<file path="src/rtl/scsi_xfer_seq.sv">
// SCSI chip access sequencer: arbitrates CPU register cycles and DMA byte
// transfers, times setup/strobe/hold phases and tracks the FIFO byte lane.
//
// state      | meaning
// IDLE       | no access in progress, arbitration happens here
// CPU_SETUP  | SCSI_CS valid ahead of the strobe
// CPU_STROBE | RE/WE asserted for a CPU register access
// CPU_HOLD   | SCSI_CS held after the strobe, last cycle terminates the CPU
// DMA_SETUP  | DACK valid ahead of the strobe
// DMA_STROBE | RE/WE asserted for a DMA byte
// DMA_HOLD   | DACK held after the strobe, last cycle advances the byte lane
module scsi_xfer_seq #(
  parameter int T_SETUP  = 1,
  parameter int T_STROBE = 2,
  parameter int T_HOLD   = 1
) (
  input  logic       CLK,
  input  logic       nRESET,
  input  logic       CPUREQ,
  input  logic       RW,
  input  logic       DMAENA,
  input  logic       DMADIR,
  input  logic       DREQ,
  input  logic       FIFOFULL,
  input  logic       FIFOEMPTY,
  input  logic       BOCLR,
  output logic       SCSI_CS,
  output logic       RE,
  output logic       WE,
  output logic       DACK,
  output logic       CPU2S,
  output logic       S2CPU,
  output logic       F2S,
  output logic       S2F,
  output logic       SET_DSACK,
  output logic       INCBO,
  output logic       INCNI,
  output logic       INCNO,
  output logic [1:0] BO
);

  typedef enum logic [2:0] {
    IDLE,
    CPU_SETUP,
    CPU_STROBE,
    CPU_HOLD,
    DMA_SETUP,
    DMA_STROBE,
    DMA_HOLD
  } state_t;

  // Phase counters hold (length - 1) and the phase ends when they reach zero.
  localparam logic [1:0] LD_SETUP  = 2'(T_SETUP - 1);
  localparam logic [1:0] LD_STROBE = 2'(T_STROBE - 1);
  localparam logic [1:0] LD_HOLD   = 2'(T_HOLD - 1);

  state_t     state_q, state_d;
  logic [1:0] cnt_q, cnt_d;
  logic       cap_rd_q, cap_rd_d;
  logic       last_dma_q, last_dma_d;
  logic       cpu_done_q;
  logic       run_q;
  logic [1:0] bo_q;

  logic fifo_ok;
  logic dma_elig;
  logic cpu_elig;
  logic last_tick;

  assign fifo_ok   = DMADIR ? ~FIFOFULL : ~FIFOEMPTY;
  assign dma_elig  = DMAENA & DREQ & ((bo_q != 2'd0) | fifo_ok);
  assign cpu_elig  = CPUREQ & ~cpu_done_q;
  assign last_tick = (cnt_q == 2'd0);

  always_ff @(posedge CLK or negedge nRESET) begin
    if (!nRESET) begin
      state_q    <= IDLE;
      cnt_q      <= 2'd0;
      cap_rd_q   <= 1'b0;
      last_dma_q <= 1'b1;
      cpu_done_q <= 1'b0;
      run_q      <= 1'b0;
      bo_q       <= 2'd0;
    end else begin
      state_q    <= state_d;
      cnt_q      <= cnt_d;
      cap_rd_q   <= cap_rd_d;
      last_dma_q <= last_dma_d;
      run_q      <= 1'b1;
      if (SET_DSACK)
        cpu_done_q <= 1'b1;
      else if (!CPUREQ)
        cpu_done_q <= 1'b0;
      if (BOCLR)
        bo_q <= 2'd0;
      else if (INCBO)
        bo_q <= bo_q + 2'd1;
    end
  end

  always_comb begin
    state_d    = state_q;
    cnt_d      = cnt_q;
    cap_rd_d   = cap_rd_q;
    last_dma_d = last_dma_q;
    case (state_q)
      IDLE: begin
        // run_q holds off arbitration for the first edge after reset release.
        if (run_q) begin
          if (cpu_elig && (!dma_elig || last_dma_q)) begin
            state_d    = CPU_SETUP;
            cnt_d      = LD_SETUP;
            cap_rd_d   = RW;
            last_dma_d = 1'b0;
          end else if (dma_elig) begin
            state_d    = DMA_SETUP;
            cnt_d      = LD_SETUP;
            cap_rd_d   = DMADIR;
            last_dma_d = 1'b1;
          end
        end
      end
      CPU_SETUP, DMA_SETUP: begin
        if (last_tick) begin
          state_d = (state_q == CPU_SETUP) ? CPU_STROBE : DMA_STROBE;
          cnt_d   = LD_STROBE;
        end else begin
          cnt_d = cnt_q - 2'd1;
        end
      end
      CPU_STROBE, DMA_STROBE: begin
        if (last_tick) begin
          state_d = (state_q == CPU_STROBE) ? CPU_HOLD : DMA_HOLD;
          cnt_d   = LD_HOLD;
        end else begin
          cnt_d = cnt_q - 2'd1;
        end
      end
      CPU_HOLD, DMA_HOLD: begin
        if (last_tick)
          state_d = IDLE;
        else
          cnt_d = cnt_q - 2'd1;
      end
      default: state_d = IDLE;
    endcase
  end

  logic in_cpu, in_dma, in_strobe;

  assign in_cpu    = (state_q == CPU_SETUP) | (state_q == CPU_STROBE) | (state_q == CPU_HOLD);
  assign in_dma    = (state_q == DMA_SETUP) | (state_q == DMA_STROBE) | (state_q == DMA_HOLD);
  assign in_strobe = (state_q == CPU_STROBE) | (state_q == DMA_STROBE);

  assign SCSI_CS   = in_cpu;
  assign DACK      = in_dma;
  assign RE        = in_strobe & cap_rd_q;
  assign WE        = in_strobe & ~cap_rd_q;
  assign CPU2S     = in_cpu & ~cap_rd_q;
  assign S2CPU     = ((state_q == CPU_STROBE) | (state_q == CPU_HOLD)) & cap_rd_q;
  assign F2S       = in_dma & ~cap_rd_q;
  assign S2F       = ((state_q == DMA_STROBE) | (state_q == DMA_HOLD)) & cap_rd_q;
  assign SET_DSACK = (state_q == CPU_HOLD) & last_tick;
  assign INCBO     = (state_q == DMA_HOLD) & last_tick;
  assign INCNI     = INCBO & (bo_q == 2'd3) & cap_rd_q;
  assign INCNO     = INCBO & (bo_q == 2'd3) & ~cap_rd_q;
  assign BO        = bo_q;

endmodule

</file>
<file path="config.mk">
export PLATFORM = sky130hd
export DESIGN_NAME = scsi_xfer_seq
export DESIGN_NICKNAME = d
export VERILOG_FILES = /design/src/rtl/scsi_xfer_seq.sv
export SDC_FILE = /design/constraint.sdc
export NUM_CORES = 1
export LEC_CHECK = 0
export BUFFER_PORTS_ARGS = -buffer_cell sky130_fd_sc_hd__buf_2
export CAP_MARGIN = 20
export CORE_MARGIN = 5
export CORE_UTILIZATION = 30
export CTS_CLUSTER_DIAMETER = 120
export DETAILED_ROUTE_END_ITERATION = 16
export GPL_ROUTABILITY_DRIVEN = 0
export SYNTH_ARGS = -nofsm -noshare
export SYNTH_HDL_FRONTEND = slang
export SYNTH_SLANG_ARGS = --single-unit
</file>
<file path="constraint.sdc">
create_clock -name CLK -period 1.7 [get_ports CLK]
set_clock_uncertainty 0.1 [all_clocks]
set_input_delay 0.085 -clock CLK [delete_from_list [all_inputs] [get_ports CLK]]
set_output_delay 0.085 -clock CLK [all_outputs]
set_load 0.1 [all_outputs]
</file>
Word-level counts from Yosys, hierarchy flattened
Index checks and enable logic that the tools add are counted.

Register bits: 11. Input bits: 10. Output and inout bits: 14.

$add $sub $neg: 2. Equality and inequality tests: 14. Muxes and demuxes: 25. Bitwise operators: 26. Reductions and logical operators: 15.

Operators by type and width (count): 2-to-1 mux 3 bit (8); 2-to-1 mux 2 bit (8); AND 1 bit (14); one-hot mux 3 bit (4 select lines) (1); != test 2 bit (second input constant) (5); equality test 3 bit (second input constant) (3); OR 1 bit (8); one-hot mux 2 bit (4 select lines) (1); 2-to-1 mux 1 bit (7); equality test 3 x 2 -> 1 bit (second input constant) (2); nonzero test 2 bit (3); OR reduction 2 bit (3); AND reduction 5 bit (1); NOT 1 bit (4); AND reduction 4 bit (1); nonzero test 4 bit (1); equality test 3 x 1 -> 1 bit (second input constant) (1); logical NOT 3 bit (1); != test 3 bit (second input constant) (1); AND reduction 3 bit (1); adder 2 x 1 -> 2 bit (second input constant) (1); equality test 2 bit (second input constant) (1); logical NOT 2 bit (1); != test 2 x 1 -> 1 bit (second input constant) (1); other kinds (4) (4).

Logic depth before layout (Yosys ltp)
Gate-level depths: netlist of the first run.

Depth after elaboration: 10. Mapped depth: 7. Gate-level depth less buffers: 7.

Worst setup path after synthesis of the first run
OpenSTA, ideal clock, no wires.

Path kind: flip-flop to output port. From: reg state_q[2]. To: out F2S. Data arrival time: 3.763 ns. Slack: -2.248 ns. Stages on the path, launching flop included: 4. Path through: dfrtp_1 -> buf_2 -> a21boi_0 -> and2_1.

Cells in the longest elaborated chain, start to end: 4.

Ends and longest elaborated chain: from (decl) (line 57) `state_t state_q, state_d;`; from (signal assigned) (line 85) `state_q <= state_d;`; equality test 3 bit (line 152) `assign in_dma = (state_q == DMA_SETUP) | (state_q == DMA_STROBE) | (state_q == DMA_HOLD);`; OR 1 bit (line 152); OR 1 bit (*) (line 152); named net DACK (line 30) `output logic DACK,`; AND 1 bit (*) (line 161) `assign F2S = in_dma & ~cap_rd_q;`; to (decl) (line 33) `output logic F2S,`.

Mark *: on every way through the listed nets, which the timed path passes. The rest lies on a longest branch.

Final worst setup path of the first run
From: reg cnt_q[0]. To: out INCNI.

Cells in the longest elaborated chain, start to end: 4.

Ends and longest elaborated chain: from (decl) (line 58) `logic [1:0] cnt_q, cnt_d;`; from (signal assigned) (line 86) `cnt_q <= cnt_d;`; logical NOT 2 bit (line 73) `assign last_tick = (cnt_q == 2'd0);`; AND 1 bit (line 164) `assign INCBO = (state_q == DMA_HOLD) & last_tick;`; AND 1 bit (2 in a row) (line 165) `assign INCNI = INCBO & (bo_q == 2'd3) & cap_rd_q;`; to (decl) (line 37) `output logic INCNI,`.

Every way passes these cells.

==> impl_metrics.ini, run 1 <==
[final_layout]
finalNetCount = 140
diodes = 0
syn2layout_area_growth_pct = 74.92
n_fill_cell = 222
drive_gt1_share_pct = 55.65
fin_util_pct = 54.74
layout_common_cells = buf_12, buf_2, buf_4, nand2_1
layout_commonest_cell = buf_12

[setup_path]
ff2ff_setup_slack_ps = 70
reg2regPathDepth = 6
arrival_ps = 1500
crit_path_max_incr_delay_ps = 390
r2r_start = cnt_q[0]
crit_path_top_delay_cell = dfrtp_1
path_buf_inv = 2
timing.rr.end = cnt_q[1]
crit_fanout = 5
required_ps = 1510
crit_family = flip-flops
worstPathCellList = inv_2, ha_4, nand2_4, nor2_4, and3_4, buf_12
worstSetupPathType = reg -> out
cp-end-kind = output port
startpoint_type = register

[synthesis]
synth.top_cell.area_share_pct = 32.57
synth_largest_area_cell = dfrtp_1
ys_ff_latch = 11
synth_flop_cell = dfrtp_1
synth_area_per_cell_sq_um = 8.730
synthArstFlopShare_pct = 100.0
syn_nets = 103
ys_seq_area_share_pct = 35.99
synth.distinct_cells = 32
synth_cells = 88
synth_edf_count = 0
synth_area_leaders = dfrtp_1, ha_1, mux2i_1, nor2_1, nand2_1
syn_area_sq_um = 768.2
yosysWarnings = 0

[timing]
finalCritPeriodShare_pct = 99.17
setup_viol = 0
hold_ws_ps = 50.63
slew_viol_final = 0
rsz0062_at_grt = true
max_freq_ghz = 0.5931
finalHoldViolations = 0
period_needed_ps = 1686

[floorplanning]
rows = 18
start_util_pct = 31.29
coreArea_sq_mm = 0.002455
io_pins = 24
dieArea_sq_mm = 0.003673
die_w_microns = 60.61
die_y_microns = 60.61

[cts]
cts_sinks = 11
htree_levels = 1
tritoncts = done
clkLatencyLatePin_ps = 280
cts-root-buf = clkbuf_4
cts_buffers = 3
clkSlewWorstSetupHoldPaths_ps = 70
cts_max_path_buffers = 2

[grt]
grt_pass1_vias = 708
overflow = 0
gr-usage-all-layers_pct = 12.19
antenna_found_initial = 0
grt_pass1_wl_microns = 3270
grt_max_degree = 14

[hold_path]
hold_class = in -> reg
holdPathStages = 3
hold_start = RW
holdPathEnd = cap_rd_q

[placement]
port_buffers = 23
hpwl_microns = 1459

[route]
drtIter0Drc = 19
dr.pass1.iters = 4
wl_microns = 2103
via_count = 761
wl_per_cell_microns = 13.66
drc = 0
ant_nets = 0
routed_via_density = 4.942

[status]
status = finished, final reports clean

[run]
drv_cap = 0
-- worst max-delay path by stage --
stage / from / endpoint / slack [ps] / cells after the start
floorplan: state_q[0] / CPU2S / -320 / 3
global placement: BO[0] / cap_rd_q / 130 / 6
detailed placement: BO[0] / cap_rd_q / 20 / 6
CTS: BO[0] / cap_rd_q / 2 / 6
global route: cnt_q[0] / INCNI / -40 / 6
finish: cnt_q[0] / INCNI / 10 / 6
-- kinds of logic (layout without fill, tap and decap cells) --
group	after synthesis	in the layout	share of synthesized area, %
compound gates	21	21	18.57
xor+xnor	2	2	2.281
fa+ha+maj	5	5	8.143
buf+inv	9	45	4.885
flops	11	11	35.99
mux	7	7	9.772
other cells	1	1	0.4881
simple gates	32	32	19.87
-- cell usage after synthesis, drive strengths merged, types with 2 or more instances --
| library cell | instances |
|---|---|
| a21boi | 2 |
| a21oi | 6 |
| and2 | 3 |
| and3 | 2 |
| buf | 3 |
| dfrtp | 10 |
| ha | 5 |
| inv | 6 |
| mux2i | 6 |
| nand2 | 8 |
| nand2b | 4 |
| nor2 | 10 |
| nor3 | 2 |
| o21ai | 5 |
| xnor2 | 2 |
-- worst reg2reg max path: cells and delay by family, from the launching register on --
kind	cells	cell delay [ps]
AND/OR/NAND/NOR	1	160
buffers and inverters	1	140
flip-flops	1	390
adder cells (fa/ha/maj)	1	180
multiplexers	1	100
AO/OA/AOI/OAI	2	420
-- area by class of cell --
| class | count | area (sq um) | area share (%) |
|---|---|---|---|
| clock buffer | 4 | 26.28 | 1.955 |
| sequential | 11 | 289.0 | 21.51 |
| tap | 30 | 37.54 | 2.793 |
| multi-input combinational | 68 | 575.6 | 42.83 |
| timing repair buffer | 35 | 392.9 | 29.24 |
| inverter | 6 | 22.52 | 1.676 |
-- sequential cells by signal (all words and copies together), names as in the netlist --
| signal | cells |
|---|---|
| cap_rd_q | 1 |
| cnt_q | 2 |
| last_dma_q | 1 |
| cpu_done_q | 1 |
| BO | 2 |
| run_q | 1 |
| state_q | 3 |
-- metal layers --
metal | share of wire, % | up-vias | GRT usage [%] | routed length [microns]
met5 | 0 | - | 0 | 0
met4 | 2.4 | 0 | 4.954 | 50
met3 | 5.4 | 6 | 2.128 | 113
met2 | 53 | 24 | 22.14 | 1105
met1 | 40 | 360 | 14.01 | 834
li1 | - | 371 | - | -
-- metrics by stage --
step	setup slack, ps	TNS, ps	instance area, sq um	instances
3_3_place_gp	127.6	0	1187	141
3_5_place_dp	23.43	0	1187	141
5_1_grt	-43.60	-124.3	1344	154
2_1_floorplan	-320.1	-1288	847.1	88
6_report	14.07	0	1344	154
4_1_cts	2.341	0	1275	151
-- repair_timing --
item / 4_1_cts / 5_1_grt
gates resized for setup: 4 / 12
endpoints found under the setup margin: 5 / 10
hold buffers: 3 / 0
hold endpoints to repair: 14 / 0
pin swaps: 1 / 6
buffers inserted: 3 / 3
Power of run 1 is not shown: default switching activity piles up to over one toggle a cycle in this logic, so the estimate is an artifact.
==> inputs of run 2 (changes only) <==
==> constraint.sdc (replaced) <==
create_clock -name CLK -period 1.7 [get_ports CLK]
set_clock_uncertainty 0.1 [all_clocks]
set_input_delay 0.425 -clock CLK [delete_from_list [all_inputs] [get_ports CLK]]
set_output_delay 0.425 -clock CLK [all_outputs]
set_load 0.1 [all_outputs]
==> run 2 against run 1 <==
Compared with the run above:
- the run now ends with negative setup slack left
- sequential share of layout area fell by 2.7 points
- hold slack improved by 160 ps
- critical endpoint unchanged
- non-clock buffer count rose by 16
- maximum frequency fell by 13%
==> impl_metrics.ini, run 2 (synthesis results as in run 1) <==
[run]
drv_cap = 0

[timing]
finalHoldViolations = 0
max_freq_ghz = 0.5165
setup_viol = 14
timing.final.ws_setup_ps = -236.0
slew_viol_final = 0
finalCritPeriodShare_pct = 113.9
period_needed_ps = 1936
rsz0062_at_grt = true

[floorplanning]
die_y_microns = 60.61
die_w_microns = 60.61
coreArea_sq_mm = 0.002455
dieArea_sq_mm = 0.003673
start_util_pct = 31.29
rows = 18
io_pins = 24

[placement]
dp_slack_ps = -26.83
port_buffers = 23
placed_cells = 153
hpwl_microns = 1430
placed_area_sq_mm = 0.001323

[setup_path]
worstPathCellList = inv_2, ha_4, nand2_4, nor2_4, and3_4, buf_12
crit_fanout = 3
startpoint_type = register
arrival_ps = 1410
crit_path_top_delay_cell = dfrtp_1
cp-end-kind = output port
crit_path_max_incr_delay_ps = 400
worstSetupPathType = reg -> out
required_ps = 1170

[route]
routed_via_density = 4.729
wl_microns = 2124
drc = 0
via_count = 804
wl_per_cell_microns = 12.49
drtIter0Drc = 11
dr.pass1.iters = 3
ant_nets = 0

[hold_path]
hold_class = in -> reg

[final_layout]
layout_common_cells = buf_4, buf_12, buf_2, dfrtp_1, nand2_1
drive_gt1_share_pct = 61.43
largest_register = state_q
diodes = 0
layout_commonest_cell = buf_4
fin_util_pct = 61.72
syn2layout_area_growth_pct = 97.23
final_cells = 170
design_area_sq_mm = 0.001515
largest_reg_flops = 3
finalNetCount = 156

[cts]
htree_levels = 1
cts_max_path_buffers = 2
cts_sinks = 11
cts_buffers = 3
tritoncts = done
clkLatencyLatePin_ps = 260
cts-root-buf = clkbuf_4
clkSlewWorstSetupHoldPaths_ps = 70

[grt]
grt_max_degree = 12
grt_pass1_wl_microns = 3643
antenna_found_initial = 0
gr-usage-all-layers_pct = 13.35
grt_pass1_vias = 815
overflow = 0

[status]
violations = negative setup slack
status = complete, but fails checks
==> run 2: layout make-up <==
cell class | instances | area, sq um
Clock buffer | 4 | 26.28
Fill cell | 213 | 939.7
Inverter | 6 | 22.52
Multi-Input combinational cell | 68 | 609.3
Sequential cell | 11 | 285.3
Tap cell | 30 | 37.54
Timing Repair Buffer | 51 | 534.3
==> run 2: per-layer routing <==
layer / routed length [microns] / vias up / track usage (%) / share of wire (%)
met1: 820 / 387 / 14.60 / 39
met2: 1192 / 15 / 25.65 / 56
met4: 10 / 0 / 2.786 / 0.47
met5: 0 / - / 0 / 0
li1: - / 400 / - / -
met3: 100 / 2 / 3.404 / 4.7
==> run 2: worst paths after layout <==
| check | slack [ps] | depth (start not counted) | to | from |
|---|---|---|---|---|
| setup / recovery | -240 | 6 | INCNI | cnt_q[1] |
| hold / removal | 210 | 2 | BO[0] | BOCLR |
| setup reg to reg | -80 | 8 | cnt_q[1] | cnt_q[1] |
| hold reg to reg | 390 | 1 | cpu_done_q | cpu_done_q |
| max in group asynchronous | 790 | 2 | last_dma_q | nRESET |
| min in group asynchronous | 450 | 2 | cnt_q[0] | nRESET |
==> run 2: metrics by stage <==
stage / TNS (ps) / hold slack (ps)
after floorplan: -2270 / 29.41
final: -2221 / 212.1
after global placement: -56.64 / 206.2
after global routing: -3397 / 198.9
after detailed placement: -73.44 / 208.7
after CTS: -2181 / 203.3
==> run 2: repair_timing <==
item,CTS,global route
gates cloned,0,0
endpoints found under the setup margin,12,17
pin swaps,7,3
gates resized for setup,13,2
endpoints found under the hold margin,10,0
hold buffers,1,0
buffers inserted,12,0
==> run 2: critical path, delay by kind of cell (launching register included) <==
kind | cells | cell delay [ps]
fa+ha+maj | 1 | 160
buf+inv | 2 | 250
flops | 1 | 400
simple gates | 3 | 330
Power of run 2 is left out for the same reason.
==> inputs of run 3 (changes only) <==
Settings changed: CTS_BUF_LIST set to sky130_fd_sc_hd__clkbuf_8, TNS_END_PERCENT set to 1.
==> run 3 against run 2 <==
Compared with the run above:
- the run still ends with negative setup slack left
- maximum frequency up 1.2%
- die area did not move
- non-clock buffer count shrank 11
- largest cell class unchanged
==> impl_metrics.ini, run 3 (synthesis results as in run 1) <==
[final_layout]
largest_register = state_q
fin_util_pct = 57.08
layout_commonest_cell = buf_4
syn2layout_area_growth_pct = 82.41
diodes = 0
drive_gt1_share_pct = 54.26
design_area_sq_mm = 0.001401
layout_common_cells = buf_4, buf_12, buf_2, dfrtp_1, nand2_1
final_cells = 159
finalNetCount = 145
largest_reg_flops = 3

[setup_path]
required_ps = 1170
cp-end-kind = output port
crit_fanout = 4
arrival_ps = 1390
worstSetupPathType = reg -> out
startpoint_type = register

[floorplanning]
die_y_microns = 60.61
start_util_pct = 31.29
rows = 18
io_pins = 24
die_w_microns = 60.61
coreArea_sq_mm = 0.002455
dieArea_sq_mm = 0.003673

[grt]
gr-max-usage-layer = met2
grt_pass1_wl_microns = 3042
met1_usage_pct = 12.26
grt_max_degree = 12
use_met2_pct = 19.69
antenna_found_initial = 0
gr-usage-all-layers_pct = 10.94
grt_pass1_vias = 748
overflow = 0
globalRouteMet3Util_pct = 2.553

[status]
violations = negative setup slack
status = complete, but fails checks

[run]
drv_cap = 0

[hold_path]
hold_class = in -> reg

[route]
drc = 0
ant_nets = 0
drtIter0Drc = 14
dr.pass1.iters = 4
via_count = 735
wl_microns = 1813
wl_per_cell_microns = 11.40
routed_via_density = 4.623

[timing]
tns_ps = -1628
rsz0062_at_grt = true
slew_viol_final = 0
finalHoldViolations = 0
period_needed_ps = 1912
max_freq_ghz = 0.5230
timing.final.ws_setup_ps = -212.2
setup_viol = 11
finalCritPeriodShare_pct = 112.5

[cts]
cts_sinks = 11
clkLatencyLatePin_ps = 240
cts-root-buf = clkbuf_8
clkSlewWorstSetupHoldPaths_ps = 50
cts_buffers = 3
htree_levels = 1
tritoncts = done
cts_max_path_buffers = 2

[placement]
hpwl_microns = 1441
placed_cells = 153
placed_area_sq_mm = 0.001267
port_buffers = 23
-- run 3: cell count changes in the layout (fill, tap and decap cells not counted), moves of 2 or more --
| cell | delta |
|---|---|
| nand2_4 | -2 |
| clkbuf_8 | +3 |
| inv_1 | +3 |
| clkbuf_4 | -3 |
| buf_4 | -10 |
| dfrtp_4 | -2 |
| inv_2 | -2 |
-- run 3: layer usage --
layer	wire, microns	part of all wire (%)
met1	786	43
met2	930	51
met3	77	4.2
met4	19	1.0
met5	0	0
-- run 3: layout make-up --
class | count | area [sq um]
Tap cell | 30 | 37.54
Clock inverter | 1 | 3.754
Clock buffer | 3 | 41.29
Inverter | 6 | 22.52
Sequential cell | 11 | 279.0
Timing Repair Buffer | 40 | 432.9
Fill cell | 214 | 1054
Multi-Input combinational cell | 68 | 584.3
-- run 3: stage by stage --
stage / worst slack, ps / hold slack, ps
finish: -212.2 / 251.8
detailed placement: -79.60 / 206.9
floorplan: -599.9 / 29.41
global route: -291.5 / 253.6
global placement: -62.99 / 206.6
CTS: -223.4 / 251.5
-- run 3: critical path, cell delays in order (launching register included) --
cell,delay (ps)
dfrtp_1,380
inv_2,80
ha_4,160
nand2_2,70
nor2_4,100
and3_4,190
buf_12,170
-- run 3: path summary, 6_finish.rpt --
path                             from         end  slack [ps]  cells past startpoint
min in group asynchronous      nRESET    cnt_q[0]         480                      2
min                             BOCLR       BO[0]         250                      2
max reg2reg                state_q[2]    cnt_q[0]          90                      4
max                          cnt_q[0]       INCNI        -210                      6
min reg2reg                cpu_done_q  cpu_done_q         370                      1
max in group asynchronous      nRESET  last_dma_q         750                      2
-- run 3: timing repair --
| item | in CTS | in global routing |
|---|---|---|
| pin swaps | 4 | 2 |
| hold buffers | 1 | 0 |
| hold endpoints to repair | 10 | 0 |
| gates resized for setup | 11 | 7 |
| setup endpoints to repair | 12 | 15 |
| buffers inserted | 1 | 0 |
Power of run 3 is left out for the same reason.
